`config.mk`:
```
export PLATFORM = sky130hd
export DESIGN_NAME = sum_accumulator_flat
export DESIGN_NICKNAME = d
export VERILOG_FILES = /design/src/rtl/sum_accumulator_if.sv /design/src/rtl/sum_accumulator.sv /design/src/flat_wrapper.sv
export SDC_FILE = /design/constraint.sdc
export NUM_CORES = 1
export LEC_CHECK = 0
export ABC_AREA = 1
export CAP_MARGIN = 30
export CORE_UTILIZATION = 54
export CTS_CLUSTER_DIAMETER = 60
export DETAILED_ROUTE_END_ITERATION = 8
export GPL_TIMING_DRIVEN = 0
export PLACE_DENSITY = 0.85
export SLEW_MARGIN = 20
export SYNTH_ARGS = -nofsm -noshare
export SYNTH_HDL_FRONTEND = slang
export SYNTH_SLANG_ARGS = --single-unit
```
`constraint.sdc`:
```
create_clock -name clk -period 2.95 [get_ports clk]
set_input_delay 0.295 -clock clk [delete_from_list [all_inputs] [get_ports clk]]
set_output_delay 0.295 -clock clk [all_outputs]
set_load 0.005 [all_outputs]
```
`src/rtl/sum_accumulator_if.sv`:
```
// Frame control, beat input and result output bundle for sum_accumulator.
// The controller/adder side uses the master modport, the accumulator the slave.
interface sum_accumulator_if #(
  parameter int DATA_W = 8,
  parameter int ACC_W  = 16,
  parameter int CNT_W  = 4
);
  // Frame control
  logic              start;
  logic              clr;
  logic [CNT_W-1:0]  len;
  logic              busy;
  // Upstream beat handshake (adder sum plus carry)
  logic              in_valid;
  logic              in_ready;
  logic [DATA_W-1:0] in_data;
  logic              in_carry;
  // Downstream result handshake
  logic              out_valid;
  logic              out_ready;
  logic [ACC_W-1:0]  out_sum;
  logic [CNT_W:0]    out_count;
  logic              out_ovf;

  modport master (
    output start, clr, len, in_valid, in_data, in_carry, out_ready,
    input  busy, in_ready, out_valid, out_sum, out_count, out_ovf
  );

  modport slave (
    input  start, clr, len, in_valid, in_data, in_carry, out_ready,
    output busy, in_ready, out_valid, out_sum, out_count, out_ovf
  );
endinterface

```
`src/rtl/sum_accumulator.sv`:
```
// Saturating frame accumulator for the adder's {carry, sum} beats.
// IDLE waits for start, ACCUM collects len beats, HOLD presents the result
// until the downstream consumer takes it.
module sum_accumulator #(
  parameter int DATA_W = 8,
  parameter int ACC_W  = 16,
  parameter int CNT_W  = 4
) (
  input logic               clk,
  input logic               rst,
  sum_accumulator_if.slave  bus
);

  localparam logic [1:0] S_IDLE  = 2'd0;
  localparam logic [1:0] S_ACCUM = 2'd1;
  localparam logic [1:0] S_HOLD  = 2'd2;

  logic [1:0]       state_q, state_d;
  logic [ACC_W-1:0] acc_q,   acc_d;
  logic             ovf_q,   ovf_d;
  logic [CNT_W:0]   cnt_q,   cnt_d;
  logic [CNT_W:0]   len_q,   len_d;

  logic [ACC_W:0]   beat_ext;
  logic [ACC_W:0]   sum_ext;
  logic [CNT_W:0]   len_ext;
  logic             beat_fire;

  // Beat is {carry, sum}; one spare bit on the adder exposes overflow.
  assign beat_ext  = {{(ACC_W-DATA_W){1'b0}}, bus.in_carry, bus.in_data};
  assign sum_ext   = {1'b0, acc_q} + beat_ext;
  // A length of zero stands for a full 2^CNT_W-beat frame.
  assign len_ext   = (bus.len == '0) ? {1'b1, {CNT_W{1'b0}}} : {1'b0, bus.len};
  assign beat_fire = (state_q == S_ACCUM) && bus.in_valid;

  // Next-state and datapath decisions; clr overrides normal operation.
  always_comb begin
    // NOTE: every variable gets a default first so no path can infer a latch.
    state_d = state_q;
    acc_d   = acc_q;
    ovf_d   = ovf_q;
    cnt_d   = cnt_q;
    len_d   = len_q;
    if (bus.clr) begin
      state_d = S_IDLE;
      acc_d   = '0;
      ovf_d   = 1'b0;
      cnt_d   = '0;
    end else begin
      case (state_q)
        S_IDLE: begin
          if (bus.start) begin
            state_d = S_ACCUM;
            len_d   = len_ext;
            acc_d   = '0;
            ovf_d   = 1'b0;
            cnt_d   = '0;
          end
        end
        S_ACCUM: begin
          if (beat_fire) begin
            if (sum_ext[ACC_W]) begin
              acc_d = '1;
              ovf_d = 1'b1;
            end else begin
              acc_d = sum_ext[ACC_W-1:0];
            end
            cnt_d = cnt_q + 1'b1;
            if (cnt_d == len_q) state_d = S_HOLD;
          end
        end
        S_HOLD: begin
          if (bus.out_ready) state_d = S_IDLE;
        end
        default: state_d = S_IDLE;
      endcase
    end
  end

  // State and datapath registers with synchronous reset.
  always_ff @(posedge clk) begin
    // NOTE: sequential state uses non-blocking assignments only.
    if (rst) begin
      state_q <= S_IDLE;
      acc_q   <= '0;
      ovf_q   <= 1'b0;
      cnt_q   <= '0;
      len_q   <= '0;
    end else begin
      state_q <= state_d;
      acc_q   <= acc_d;
      ovf_q   <= ovf_d;
      cnt_q   <= cnt_d;
      len_q   <= len_d;
    end
  end

  // Handshake outputs are pure state decodes; result outputs are the registers.
  assign bus.in_ready  = (state_q == S_ACCUM);
  assign bus.out_valid = (state_q == S_HOLD);
  assign bus.busy      = (state_q != S_IDLE);
  assign bus.out_sum   = acc_q;
  assign bus.out_count = cnt_q;
  assign bus.out_ovf   = ovf_q;

endmodule
```
`src/flat_wrapper.sv`:
```
// flat-port wrapper written by rule: the top's interface ports become plain ports
module sum_accumulator_flat 
#(
  parameter int DATA_W = 8,
  parameter int ACC_W  = 16,
  parameter int CNT_W  = 4
)
  (clk, rst, bus_start, bus_clr, bus_len, bus_in_valid, bus_in_data, bus_in_carry, bus_out_ready, bus_busy, bus_in_ready, bus_out_valid, bus_out_sum, bus_out_count, bus_out_ovf);
  sum_accumulator_if #(.DATA_W(DATA_W), .ACC_W(ACC_W), .CNT_W(CNT_W)) bus_i ();
  input logic clk;
  input logic rst;
  input wire logic [$bits(bus_i.start)-1:0] bus_start;
  input wire logic [$bits(bus_i.clr)-1:0] bus_clr;
  input wire logic [$bits(bus_i.len)-1:0] bus_len;
  input wire logic [$bits(bus_i.in_valid)-1:0] bus_in_valid;
  input wire logic [$bits(bus_i.in_data)-1:0] bus_in_data;
  input wire logic [$bits(bus_i.in_carry)-1:0] bus_in_carry;
  input wire logic [$bits(bus_i.out_ready)-1:0] bus_out_ready;
  output wire logic [$bits(bus_i.busy)-1:0] bus_busy;
  output wire logic [$bits(bus_i.in_ready)-1:0] bus_in_ready;
  output wire logic [$bits(bus_i.out_valid)-1:0] bus_out_valid;
  output wire logic [$bits(bus_i.out_sum)-1:0] bus_out_sum;
  output wire logic [$bits(bus_i.out_count)-1:0] bus_out_count;
  output wire logic [$bits(bus_i.out_ovf)-1:0] bus_out_ovf;
  assign bus_i.start = bus_start;
  assign bus_i.clr = bus_clr;
  assign bus_i.len = bus_len;
  assign bus_i.in_valid = bus_in_valid;
  assign bus_i.in_data = bus_in_data;
  assign bus_i.in_carry = bus_in_carry;
  assign bus_i.out_ready = bus_out_ready;
  assign bus_busy = bus_i.busy;
  assign bus_in_ready = bus_i.in_ready;
  assign bus_out_valid = bus_i.out_valid;
  assign bus_out_sum = bus_i.out_sum;
  assign bus_out_count = bus_i.out_count;
  assign bus_out_ovf = bus_i.out_ovf;
  sum_accumulator #(.DATA_W(DATA_W), .ACC_W(ACC_W), .CNT_W(CNT_W)) u_core (.clk(clk), .rst(rst), .bus(bus_i));
endmodule
```
### Word level (Yosys, flattened, before mapping)

Index checks and enable logic that the tools add are counted.

| storage, ports and cells | value |
|---|---|
| output and inout port bits | 25 |
| register bits after elaboration | 29 |

| operators by class | value |
|---|---|
| bitwise logic cells | 1 |
| reduce and logical (&&, ||, !) cells | 10 |
| add/sub/neg operators | 2 |
| equal/unequal tests | 8 |
| muxes and demuxes | 17 |

Operator list:

| operator | count |
|---|---|
| two-way mux 16 bit | 3 |
| case mux 16 bit (2 select lines) | 1 |
| adder 16 x 9 -> 17 bit | 1 |
| two-way mux 5 bit | 3 |
| case mux 5 bit (2 select lines) | 1 |
| two-way mux 2 bit | 4 |
| AND reduction 4 bit | 2 |
| != test 2 x 1 -> 1 bit, second input constant | 3 |
| case mux 2 bit (3 select lines) | 1 |
| AND reduction 3 bit | 2 |
| adder 5 x 1 -> 5 bit, second input constant | 1 |
| == test 5 bit | 1 |
| logical NOT 4 bit | 1 |
| != test 2 bit, second input constant | 2 |
| nonzero test 2 bit | 2 |
| two-way mux 1 bit | 3 |
| == test 2 x 1 -> 1 bit, second input constant | 1 |
| == test 2 bit, second input constant | 1 |
| logical NOT 2 bit | 1 |
| case mux 1 bit (2 select lines) | 1 |
| OR reduction 2 bit | 1 |
| logical AND 1 bit | 1 |
| inverter 1 bit | 1 |

### Depth between registers and ports, before layout

Gate-level depths: netlist (run 1).

| depth | value |
|---|---|
| word-level depth | 5 |
| gate-level depth with buffers | 12 |

### Worst setup path after synthesis (run 1)

OpenSTA, ideal clock, no wires.

| timing | value |
|---|---|
| path kind | register to register |
| start | register u_core.acc_q[0], in the netlist u_core.bus.out_sum[0] |
| end | register u_core.acc_q[7], in the netlist u_core.bus.out_sum[7] |
| setup slack | 1.103 ns |
| stages on the path, launching flop included | 12 |
| buffers on the path | 1 |
| setup time | 0.132 ns |
| data arrival time | 1.715 ns |
| data required time | 2.818 ns |
| period minus slack after synthesis | 1.847 ns |
| cells stage by stage | dfxtp_1 > ha_1 > fa_1 > nand2_1 > nand2_1 > nand3_2 > nand2_2 > a21oi_4 > buf_6 > nand2_1 > nand2_1 > a21oi_1 |

| between the ends | value |
|---|---|
| cells in the longest elaborated chain, start to end | 4 |

Ends and longest elaborated chain:

| item | RTL line | RTL |
|---|---|---|
| start, declared | sum_accumulator.sv:19 | `logic [ACC_W-1:0] acc_q, acc_d;` |
| start signal, assigned | sum_accumulator.sv:85 | `acc_q <= '0;` |
| start signal, assigned | sum_accumulator.sv:91 | `acc_q <= acc_d;` |
| adder 16 x 9 -> 17 bit | sum_accumulator.sv:31 | `assign sum_ext = {1'b0, acc_q} + beat_ext;` |
| two-way mux 16 bit | sum_accumulator.sv:62 | `if (sum_ext[ACC_W]) begin` |
| two-way mux 16 bit | sum_accumulator.sv:61 | `if (beat_fire) begin` |
| case mux 16 bit (2 select lines) | sum_accumulator.sv:50 | `case (state_q)` |

No other way between the ends. The select of a mux whose other input is x is not followed.
A chain may end at the register's enable or synchronous reset.

### Worst setup path after layout (run 1)

| timing | value |
|---|---|
| start | input port bus_in_data[0] |
| end | register u_core.acc_q[0], in the netlist u_core.bus.out_sum[0] |

| between the ends | value |
|---|---|
| cells in the longest elaborated chain, start to end | 4 |

Ends and longest elaborated chain:

| item | RTL line | RTL |
|---|---|---|
| start, declared | flat_wrapper.sv:16 | `input wire logic [$bits(bus_i.in_data)-1:0] bus_in_data;` |
| adder 16 x 9 -> 17 bit | sum_accumulator.sv:31 |  |
| two-way mux 16 bit | sum_accumulator.sv:62 |  |
| two-way mux 16 bit | sum_accumulator.sv:61 |  |
| case mux 16 bit (2 select lines) | sum_accumulator.sv:50 |  |

No other way between the ends. The select of a mux whose other input is x is not followed.

==> results.md, run 1 <==
GRT:
- The global-route wire length before repair is 7.91 mm.
- Entering global routing, the biggest net connects 11 pins.
- The number of antenna violations at the first check in global routing is 0.
- The total global routing track utilization is 25.4%.
- The number of global-route vias before repair came to 1,898.
- The global route total overflow is 0.

Routing:
- The routed wirelength normalized by instance count is 11.1 um.
- The total routed wirelength is 4.52 mm.
- The first detailed-routing pass ran for 4 iterations.
- Summing over every cut layer, the via total after detailed routing is 2,019.
- Once detail routing completed, the nets flagged for antenna violations numbered 0.
- The detailed router finished its first iteration with 138 violations.
- The routed via count divided by cell count is 4.95.
- In the routed design, unresolved DRC markers number 0.

Clocking:
- The CTS root buffer is clkbuf_4.
- The number of clock buffers added by TritonCTS is 5.
- The H-tree depth is 2.
- Once the clock tree was built, the setup fixing pass inserted 0 buffers.
- At the later pin of the worst-skew pair, clock insertion delay measures 0.34 ns.
- The number of buffers inserted for hold repair after clock tree synthesis is 0.
- The CTS tree is built.
- The number of resized instances in the post-cts repair step is 0.
- No sink is reached through more buffers than the 2 on the longest clock path.
- The number of sinks on the clock net is 29.
- The clock-pin slew reported for the worst setup and hold paths after clock tree synthesis is 0.10 ns.

Die:
- After floorplanning, the core was divided into 21 placement rows.
- The total die area is 3900 um^2.
- In this run the horizontal extent of the chip is 62.5 um.
- The effective utilization at floorplan is 57.8%.
- The chip height is 62.5 um.
- The core region is 3420 um^2.
- During I/O placement, the number of pins put on the boundary was 44.

Synth:
- During synthesis, Yosys emitted a total of 0 warnings.
- In this run the mean area of a mapped cell was 6.33 um^2.
- After technology mapping, the gate count stands at 312.
- The async set-or-reset flop fraction in the synthesized netlist is 0%.
- The sequential-to-total area share from yosys stat is 29.4%.
- Ranked by total cell area, the synthesized netlist is headed by dfxtp_1 (29%), nand2_1 (21%), inv_1 (7.4%), a21oi_1 (6.8%), ha_1 (6.3%).
- The number of synthesized flops with an enable pin is 0.
- nand2_1 is the most common cell in the netlist.
- The post-synthesis cell type count is 29.
- After synthesis the cells add up to 1980 um^2.
- The net count after synthesis is 342.
- The commonest register cell after synthesis is dfxtp_1.
- Summed over its instances, the top area cell type makes up 29.4% of the synthesized netlist area.
- Sorting the synthesized cells by how often they occur yields nand2_1 (113), inv_1 (39), dfxtp_1 (29).
- The flip-flop and latch count after synthesis is 29.
- The library cell with the largest summed area after synthesis is dfxtp_1.

Worst setup path:
- The worst reg2reg path depth is 11.
- Traced cell by cell, the critical path runs through clkdlybuf4s50_1 > ha_1 > fa_1 > nand2_1 > nand2_1 > nand3_2 > nand2_2 > a21oi_4 > buf_6 > nand2_1 > nand2_1 > a21oi_1.
- The required time of the worst setup path is 3.16 ns.
- The slowest stage cell on the critical path is clkdlybuf4s50_1.
- For flop-to-flop paths, the worst setup slack is 0.86 ns.
- The critical path is of the in2reg type.
- The startpoint identified for the worst register-to-register timing path is u_core.bus.out_sum[0].
- The kind of start point of the critical path is a primary input.
- For this run, the slowest stage of the critical path takes 0.40 ns.
- In this run the worst path has a maximum fanout of 10.
- The capturing element type of the critical path is a flop.
- The signal arrival time at the worst endpoint is 2.31 ns.
- The cell repeated most along the worst path is nand2_1.
- The endpoint identified for the worst register-to-register timing path is u_core.bus.out_sum[0].

Power:
- The peak ir drop on the vdd network is 0.283 mV.
- In this run the power density over the cells is 330 nW/um^2.
- Summed over all cells, the static leakage comes to 0.00113 uW.

Placement:
- Routability-driven placement finished with a final weighted congestion of 0.891.
- The wire-length estimate of the detail-placed layout is 3.44 mm.
- Port buffering added 43 buffers.

Hold path:
- The worst hold path belongs to the class reg2reg.
- Along the worst hold path, the cell count comes to 2.
- The start point of the worst min-delay path is u_core.bus.out_ovf.
- The end point of the worst hold path is u_core.bus.out_ovf.

Job:
- The count of max-cap constraint violations is 0.

STA:
- The worst hold slack is 0.481 ns.
- The hold violation count in the final report is 0.
- The worst path uses 70.9% of the clock period.
- In this run the tightest slew margin relative to its limit is 68.4%.
- The total count of max-transition violations in the final report is 0.
- Setup repair after global routing left no endpoint under its margin.
- The post-route setup TNS is 0 ns.
- For the finished layout, the period the worst path requires is 2.09 ns.
- The clock arrives with 0.00896 ns of skew.
- At the pin with the least slew margin, the transition time is 0.474 ns.
- The maximum clock frequency is 0.478 GHz.
- The count of endpoints failing setup in the final report is 0.

Finish:
- The area added between synthesis and finish is 28.4%.
- 0 antenna diodes ended up in the layout.
- Cells with a size suffix above 1 make up 6.91% of the layout.
- In the final design database the tool counted 392 nets.

Status:
- The flow ran to the end, and the final reports show no timing, DRC or antenna violations.
==> logic make-up after synthesis <==
kind of cell	after synthesis	synth area share, %
fa+ha+maj	11	7.35
buf+inv	48	9.94
simple gates	172	36.3
xor+xnor	13	5.76
flops	29	29.4
compound gates	39	11.3
==> how the worst max path moves through the flow <==
stage                          startpoint  cells after the start                     to  slack [ns]
floorplan           u_core.bus.out_sum[0]                     11  u_core.bus.out_sum[7]        1.10
finish                     bus_in_data[0]                     12  u_core.bus.out_sum[0]        0.86
detailed placement         bus_in_data[0]                     12  u_core.bus.out_sum[1]        0.52
global placement           bus_in_data[0]                     12  u_core.bus.out_sum[8]        0.50
CTS                 u_core.bus.out_sum[0]                     11  u_core.bus.out_sum[1]        0.86
global route        u_core.bus.out_sum[0]                     11  u_core.bus.out_sum[8]        0.70
==> worst max-delay path: cells and delay by family <==
family / cells / cell delay, ns
simple gates: 6 / 0.52
fa+ha+maj: 2 / 0.59
buf+inv: 2 / 0.59
compound gates: 2 / 0.30
==> cells in the final DEF (no fill, tap or decap), types with 2 or more instances in the layout <==
| cell | synthesis | routed |
|---|---|---|
| clkbuf_1 | 2 | 2 |
| xor2_1 | 5 | 5 |
| nor2_2 | 2 | 2 |
| nor2_1 | 26 | 26 |
| inv_2 | 3 | 3 |
| a211oi_1 | 4 | 4 |
| dfxtp_1 | 29 | 29 |
| buf_4 | 2 | 2 |
| nand2_1 | 113 | 113 |
| ha_1 | 10 | 10 |
| a21oi_1 | 27 | 27 |
| o21ai_0 | 5 | 5 |
| clkbuf_4 | 0 | 5 |
| clkdlybuf4s50_1 | 0 | 43 |
| nand3_1 | 19 | 19 |
| nand4_1 | 2 | 2 |
| inv_1 | 39 | 39 |
| nand2_2 | 4 | 4 |
| xnor2_1 | 8 | 8 |
==> flip-flops by register name (all words and copies together) (netlist names) <==
| register | flops |
|---|---|
| u_core.bus.out_count | 5 |
| u_core.bus.out_ovf | 1 |
| u_core.bus.out_sum | 16 |
| u_core.len_q | 5 |
| u_core.state_q | 2 |
==> through the flow <==
step / setup WS (ns) / area (um^2) / total power, uW / util, % / std cells
final: 0.858 / 2540 / 836 / 74.2 / 408
after global routing: 0.705 / 2540 / 866 / 74.2 / 408
after CTS: 0.864 / 2540 / 837 / 74.2 / 408
after detailed placement: 0.515 / 2460 / 522 / 72.1 / 401
after global placement: 0.504 / 2460 / 519 / 72.1 / 401
after floorplan: 1.10 / 1980 / 474 / - / 312
==> layout make-up <==
cell class / instances / area (um^2)
plain buffers: 6 / 38.8
repair buffers: 43 / 430
well taps: 46 / 57.6
clock inverters: 2 / 35.0
fillers: 294 / 880
clock buffers: 5 / 37.5
inverters: 42 / 158
multi-input cells: 235 / 1200
flip-flops and latches: 29 / 581
==> per-layer routing <==
metal,share of wire [%],up-vias,global-route usage [%]
li1,-,1075,-
met1,46,885,28.5
met2,49,50,45.9
met3,4.4,9,6.93
met4,1.3,0,8.14
met5,0,-,0
==> where the power goes <==
group / leakage (uW) / internal (uW) / switching (uW)
registers: 0.000235 / 397 / 4.17
logic: 0.000857 / 53.1 / 59.0
clock network: 0.0000410 / 172 / 151
No activity file was read; power rests on OpenSTA's default activity.
==> run 2: changes to the inputs <==
- CORE_UTILIZATION: 54 -> 51
- PLACE_DENSITY: 0.85 -> 0.81
- clock period: 2.95 -> 2.05 ns (I/O delays scaled with it)
==> run 2 against run 1 <==
Against the previous run:
- critical path depth increased by 1
- sequential power up 44%
- hold slack got worse by 0.027 ns
- wire length rose by 10%
- critical path type is now reg2reg
==> results.md, run 2 (synthesis gave the netlist of run 1 again) <==
Worst setup path:
- The required time of the worst setup path was 2.26 ns (was 3.16 ns).
- Critical path, cell by cell: ha_4 > fa_2 > nand2_4 > buf_4 > buf_4 > buf_4 > buf_4 > buf_4 > buf_4 > inv_1 > o21ai_1 > nand2_1 > a21oi_2 (was clkdlybuf4s50_1 > ha_1 > fa_1 > nand2_1 > nand2_1 > nand3_2 > nand2_2 > a21oi_4 > buf_6 > nand2_1 > nand2_1 > a21oi_1).
- The peak per-stage delay on the critical path is 0.38 ns (was 0.40 ns).
- The kind of start point of the critical path is a flop (was primary input).
- The slowest stage cell on the critical path is fa_2 (was clkdlybuf4s50_1).
- The maximum net fanout on the critical path came to 3 (was 10).
- The sum of buffers and inverters on the critical path is 7 (was 2).
- The signal arrival time at the worst endpoint is 2.19 ns (was 2.31 ns).
- The capturing element type of the critical path is a flop (unchanged).
- The family of cells with the greatest summed delay on the critical path was buffers and inverters (unchanged).
- The cell repeated most along the worst path is buf_4 (was nand2_1).
- The worst setup path category is reg2reg (was in2reg).

STA:
- The relative slew slack is 65.9% (was 68.4%).
- The clock skew after layout came to 0.00401 ns (was 0.00896 ns).
- The hold violation count in the final report came to 0 (unchanged).
- The post-route setup TNS is 0 ns (unchanged).
- The count of endpoints failing setup in the final report is 0 (unchanged).
- The worst setup margin was 0.0681 ns (was 0.858 ns).
- The worst hold slack was 0.454 ns (was 0.481 ns).
- The total count of max-transition violations in the final report is 0 (unchanged).
- The clock period minus worst slack is 1.98 ns.
- The transition time of the tightest slew-check pin is 0.512 ns (was 0.474 ns).
- The maximum clock frequency is 0.505 GHz.
- The final critical-path share of the clock period is 96.7%.

GRT:
- The global route total overflow is 0 (unchanged).
- The number of global-route vias before repair is 1,906 (was 1,898).
- The global-route wire length before repair is 8.16 mm (was 7.91 mm).
- The total global routing track utilization is 25.8% (was 25.4%).
- The number of antenna violations at the first check in global routing is 0 (unchanged).
- The pin count of the biggest net entering global routing is 11 (unchanged).

Power:
- The leakage dissipation was 0.00120 uW (was 0.00113 uW).
- The power per cell area was 449 nW/um^2 (was 330 nW/um^2).
- The peak ir drop on the vdd network is 0.452 mV (was 0.283 mV).

Finish:
- The commonest non-fill, non-tap cell in the layout is nand2_1 (unchanged).
- The core occupancy in the finished layout is 72.7% (was 74.2%).
- The area added between synthesis and finish is 35.7% (was 28.4%).
- The flip-flop count of the largest register, all copies and words added is 16 (unchanged).
- Highest-count cells in the layout ignoring fill and taps: nand2_1 (111), clkdlybuf4s50_1 (42), inv_1 (39) (was nand2_1 (113), clkdlybuf4s50_1 (43), inv_1 (39)).
- The fraction of layout instances using a drive strength above 1 is 11.0% (was 6.91%).
- The count of nets after finishing is 402 (was 392).
- The number of antenna repair diodes came to 0 (unchanged).

Clocking:
- The H-tree depth is 2 (unchanged).
- The clock insertion delay at the later pin of the skew report came to 0.28 ns (was 0.34 ns).
- The buffer levels on the longest clock path is 2 (unchanged).
- The CTS root buffer is clkbuf_8 (was clkbuf_4).
- The clock-pin slew reported for the worst setup and hold paths after clock tree synthesis came to 0.06 ns (was 0.10 ns).
- The number of sinks on the clock net was 29 (unchanged).
- The total CTS buffers is 5 (unchanged).
- The CTS tree is built (unchanged).

Routing:
- The total routed wirelength was 4.98 mm (was 4.52 mm).
- The post-route DRC violation count was 0 (unchanged).
- The routed via count divided by cell count came to 4.98 (was 4.95).
- The number of optimization iterations in the first detailed-route pass is 4 (unchanged).
- The routed wirelength normalized by instance count is 11.8 um (was 11.1 um).
- The number of nets still failing antenna checks after routing is 0 (unchanged).
- The number of design-rule violations left by the first detailed-router iteration is 120 (was 138).
- The vias after detailed routing is 2,095 (was 2,019).

Die:
- The chip height came to 64.2 um (was 62.5 um).
- The area of the placeable core is 3690 um^2 (was 3420 um^2).
- The placement row count was 22 (was 21).
- The boundary pin count was 44 (unchanged).
- The total die area is 4130 um^2 (was 3900 um^2).
- The horizontal die dimension is 64.2 um (was 62.5 um).
- The effective utilization at floorplan is 53.6% (was 57.8%).

Job:
- The count of max-cap constraint violations is 0 (unchanged).

Placement:
- The final RePlAce weighted congestion is 0.832 (was 0.891).
- The HPWL reported at the end of detailed placement is 3.51 mm (was 3.44 mm).
- The pre-CTS setup slack came to -0.344 ns (was 0.515 ns).
- The quantity of I/O buffers inserted on ports is 43 (unchanged).

Hold path:
- The type of the most critical hold path is in2reg (was reg2reg).

Status:
- Run status: complete, no violations (unchanged).
-- run 2: power by group --
group          switching, uW  internal (uW)  leakage (uW)  total, uW
registers               6.16            572      0.000235        578
logic                   88.3           78.3      0.000921        167
clock network            223            235     0.0000450        458
-- run 2: per-stage QoR --
stage | instance area, um^2 | total power (uW) | std cells
6_report | 2680 | 1200 | 421
5_1_grt | 2680 | 1260 | 421
4_1_cts | 2620 | 1200 | 419
3_5_place_dp | 2470 | 750 | 403
3_3_place_gp | 2470 | 747 | 403
2_1_floorplan | 1980 | 683 | 312
-- run 2: area by class of cell --
cell class                 count  area (um^2)
fill                         327         1010
clock inverter                 2         10.0
inverter                      42          158
buffer                         6         38.8
multi-input combinational    235         1240
sequential                    29          582
clock buffer                   6         72.6
tap                           48         60.1
timing repair buffer          53          515
-- run 2: worst reg2reg max path, delay by kind of cell, from the launching register on --
family	cells	cell delay, ns
AND/OR/NAND/NOR	2	0.17
AO/OA/AOI/OAI	2	0.26
buffers and inverters	7	0.59
flip-flops	1	0.34
adder cells (fa/ha/maj)	2	0.54
-- run 2: path summary, 6_finish.rpt --
kind	slack, ns	end	startpoint	cells after the start
worst max-delay path	0.07	u_core.bus.out_sum[2]	u_core.bus.out_sum[0]	13
worst min-delay path	0.45	u_core.bus.out_sum[0]	bus_in_data[0]	6
worst max register to register	0.07	u_core.bus.out_sum[2]	u_core.bus.out_sum[0]	13
worst min register to register	0.48	u_core.bus.out_ovf	u_core.bus.out_ovf	2
-- run 2: routing by layer --
metal | vias to the layer above | global-route usage [%] | wire length, um
met2 | 47 | 44.9 | 2500
met4 | 0 | 10.6 | 104
met5 | - | 0 | 0
met3 | 9 | 5.71 | 186
met1 | 950 | 30.2 | 2190
li1 | 1089 | - | -
-- run 2: repair_timing --
| action | in CTS | in global routing |
|---|---|---|
| pin swaps | 2 | 8 |
| setup endpoints to repair | 10 | 14 |
| hold buffers | 0 | 0 |
| buffers inserted | 7 | 2 |
| cloned | 1 | 0 |
| gates resized for setup | 4 | 12 |
==> run 3: changes to the inputs <==
- MAX_ROUTING_LAYER: not set -> met4
==> run 3 against run 2 <==
Against the previous run:
- die area is the same
- critical path type unchanged
- core utilization is the same
- critical path depth is the same
- first-iteration DRC count shrank 7.5%
- wire length is essentially flat
- hold slack lost 0.00076 ns
- register-to-register slack is essentially flat
- critical endpoint unchanged
- total power is essentially flat
- cell count is the same
- worst setup slack lost 0.0066 ns
==> results.md, run 3 (synthesis gave the netlist of run 1 again) <==
Worst setup path:
- The worst setup path category was reg2reg (unchanged).
- Critical path, cell by cell: ha_4 > fa_2 > nand2_4 > buf_4 > buf_4 > buf_4 > buf_4 > buf_4 > buf_4 > inv_1 > o21ai_1 > nand2_1 > a21oi_2 (unchanged).
- The peak per-stage delay on the critical path is 0.38 ns (about the same).
- The family of cells with the greatest summed delay on the critical path was buffers and inverters (unchanged).
- The signal arrival time at the worst endpoint is 2.20 ns (was 2.19 ns).
- The slowest stage cell on the critical path was fa_2 (unchanged).
- The required time of the worst setup path is 2.26 ns (about the same).
- The worst reg2reg path endpoint is u_core.bus.out_sum[2] (unchanged).
- The maximum net fanout on the critical path is 3 (unchanged).
- The worst reg2reg path depth was 13 (unchanged).
- The kind of start point of the critical path was a flop (unchanged).
- The capturing element type of the critical path is a flop (unchanged).
- The sum of buffers and inverters on the critical path came to 7 (unchanged).
- The cell repeated most along the worst path is buf_4 (unchanged).
- The critical register-to-register path startpoint was u_core.bus.out_sum[0] (unchanged).
- The setup slack of the most critical reg-to-reg path was 0.06 ns (was 0.07 ns).

Power:
- The cell internal power dissipation is 885 uW (about the same).
- The peak ir drop on the vdd network is 0.450 mV (was 0.452 mV).
- The total design power is 1200 uW (about the same).
- The power per cell area is 449 nW/um^2 (about the same).
- The leakage dissipation is 0.00120 uW (unchanged).
- The part of the power in the clock network was 38.1% (about the same).
- The portion of total power attributed to combinational logic came to 13.8% (was 13.9%).
- The sequential fraction of design power is 48.1% (about the same).
- The switching power of the nets was 318 uW (about the same).
- The fraction of power spent switching nets is 26.4% (about the same).

STA:
- The final critical-path share of the clock period was 97.0% (was 96.7%).
- The hold violation count in the final report was 0 (unchanged).
- The clock skew after layout came to 0.00293 ns (was 0.00401 ns).
- The maximum clock frequency is 0.503 GHz (was 0.505 GHz).
- The post-route setup TNS is 0 ns (unchanged).
- The clock period minus worst slack is 1.99 ns (was 1.98 ns).
- The total count of max-transition violations in the final report is 0 (unchanged).
- The relative slew slack is 66.5% (was 65.9%).
- The worst hold slack is 0.453 ns (was 0.454 ns).
- The count of endpoints failing setup in the final report was 0 (unchanged).
- The transition time of the tightest slew-check pin came to 0.503 ns (was 0.512 ns).

Hold path:
- The type of the most critical hold path is in2reg (unchanged).
- The start point of the worst min-delay path is bus_in_data[0] (unchanged).
- The end point of the worst hold path is u_core.bus.out_sum[0] (unchanged).
- The cell count of the worst hold path came to 6 (unchanged).

Clocking:
- The clock-pin slew reported for the worst setup and hold paths after clock tree synthesis is 0.06 ns (about the same).
- The CTS root buffer is clkbuf_8 (unchanged).
- The clock insertion delay at the later pin of the skew report was 0.28 ns (about the same).
- The total CTS buffers was 5 (unchanged).
- The H-tree depth is 2 (unchanged).
- The CTS tree is built (unchanged).
- The number of sinks on the clock net is 29 (unchanged).
- The buffer levels on the longest clock path is 2 (unchanged).

Die:
- The boundary pin count is 44 (unchanged).
- The total die area is 4130 um^2 (unchanged).
- The area of the placeable core came to 3690 um^2 (unchanged).
- The placement row count is 22 (unchanged).
- The chip height was 64.2 um (unchanged).
- The effective utilization at floorplan came to 53.6% (unchanged).
- The horizontal die dimension came to 64.2 um (unchanged).

Placement:
- The placed cell area was 2470 um^2 (unchanged).
- The total placed cells including tap cells is 403 (unchanged).
- The final RePlAce weighted congestion came to 0.844 (was 0.832).
- The HPWL reported at the end of detailed placement is 3.51 mm (unchanged).
- The quantity of I/O buffers inserted on ports is 43 (unchanged).

Finish:
- The final non-filler cell area was 2680 um^2 (unchanged).
- The number of antenna repair diodes is 0 (unchanged).
- The count of filler cells inserted in the layout is 327 (unchanged).
- The multi-input gate area in the final layout was 1240 um^2 (unchanged).
- The area occupied by registers came to 582 um^2 (unchanged).
- The number of standard cells in the layout, taps in and fillers out is 421 (unchanged).
- The commonest non-fill, non-tap cell in the layout is nand2_1 (unchanged).
- The area added between synthesis and finish was 35.7% (unchanged).
- The fraction of layout instances using a drive strength above 1 is 11.0% (unchanged).
- The count of nets after finishing is 402 (unchanged).
- The flip-flop count of the largest register, all copies and words added is 16 (unchanged).
- Highest-count cells in the layout ignoring fill and taps: nand2_1 (111), clkdlybuf4s50_1 (42), inv_1 (39) (unchanged).

Status:
- Run status: complete, no violations (unchanged).

GRT:
- The global-route wire length before repair is 8.16 mm (unchanged).
- The global route total overflow came to 0 (unchanged).
- The number of global-route vias before repair was 1,907 (was 1,906).
- The pin count of the biggest net entering global routing was 11 (unchanged).
- The total global routing track utilization is 26.5% (was 25.8%).
- The number of antenna violations at the first check in global routing came to 0 (unchanged).

Job:
- The count of max-cap constraint violations is 0 (unchanged).

Routing:
- The routed via count divided by cell count is 4.97 (was 4.98).
- The routed wirelength normalized by instance count was 11.8 um (about the same).
- The number of optimization iterations in the first detailed-route pass is 4 (unchanged).
- The vias after detailed routing is 2,092 (was 2,095).
- The post-route DRC violation count was 0 (unchanged).
- The total routed wirelength was 4.98 mm (about the same).
- The number of nets still failing antenna checks after routing came to 0 (unchanged).
- The number of design-rule violations left by the first detailed-router iteration is 111 (was 120).
[run 3: cell counts in the layout (fill, tap and decap cells not counted)]
Identical to the previous run, type by type.
[run 3: how the worst max path moves through the flow]
stage          depth (start not counted)                   from               endpoint
2_1_floorplan                         11  u_core.bus.out_sum[0]  u_core.bus.out_sum[7]
3_3_place_gp                          12         bus_in_data[0]  u_core.bus.out_sum[4]
3_5_place_dp                          12         bus_in_data[0]  u_core.bus.out_sum[8]
4_1_cts                               11  u_core.bus.out_sum[0]  u_core.bus.out_sum[8]
5_1_grt                               13  u_core.bus.out_sum[0]  u_core.bus.out_sum[2]
6_report                              13  u_core.bus.out_sum[0]  u_core.bus.out_sum[2]
[run 3: metal layers]
| layer | vias to the layer above | share of wire [%] | GRT usage (%) |
|---|---|---|---|
| met2 | 55 | 50 | 44.9 |
| li1 | 1087 | - | - |
| met4 | 0 | 2.0 | 10.6 |
| met5 | - | 0 | - |
| met3 | 9 | 4.3 | 5.71 |
| met1 | 941 | 44 | 30.2 |
[run 3: layout make-up]
| type | count | area share, % |
|---|---|---|
| buffer | 6 | 1.45 |
| clock buffer | 6 | 2.71 |
| clock inverter | 2 | 0.373 |
| inverter | 42 | 5.88 |
| multi-input combinational | 235 | 46.4 |
| sequential | 29 | 21.7 |
| tap | 48 | 2.24 |
| timing repair buffer | 53 | 19.2 |
[run 3: timing repair]
action	in CTS	in global routing
resized for setup	4	12
pin swaps	2	8
hold buffers	0	0
setup buffers	7	2
gates cloned	1	0
setup endpoints to repair	10	14
[run 3: per-stage QoR]
stage	worst slack, ns	utilization, %
3_5_place_dp	-0.344	66.9
3_3_place_gp	-0.322	66.9
4_1_cts	0.0279	71.0
2_1_floorplan	0.203	-
5_1_grt	-0.0101	72.7
6_report	0.0615	72.7
[run 3: power groups by stage]
stage	logic, uW	clock network, uW	registers, uW
6_report	166	458	578
5_1_grt	185	496	579
4_1_cts	161	465	578
3_5_place_dp	160	0	591
3_3_place_gp	157	0	590
2_1_floorplan	92.9	0	590
[run 3: worst min-delay path, cell delays in order]
cell            delay, ns
dlymetal6s2s_1       0.13
ha_4                 0.14
inv_1                0.03
nand2_1              0.05
nand2_1              0.04
a21oi_1              0.11
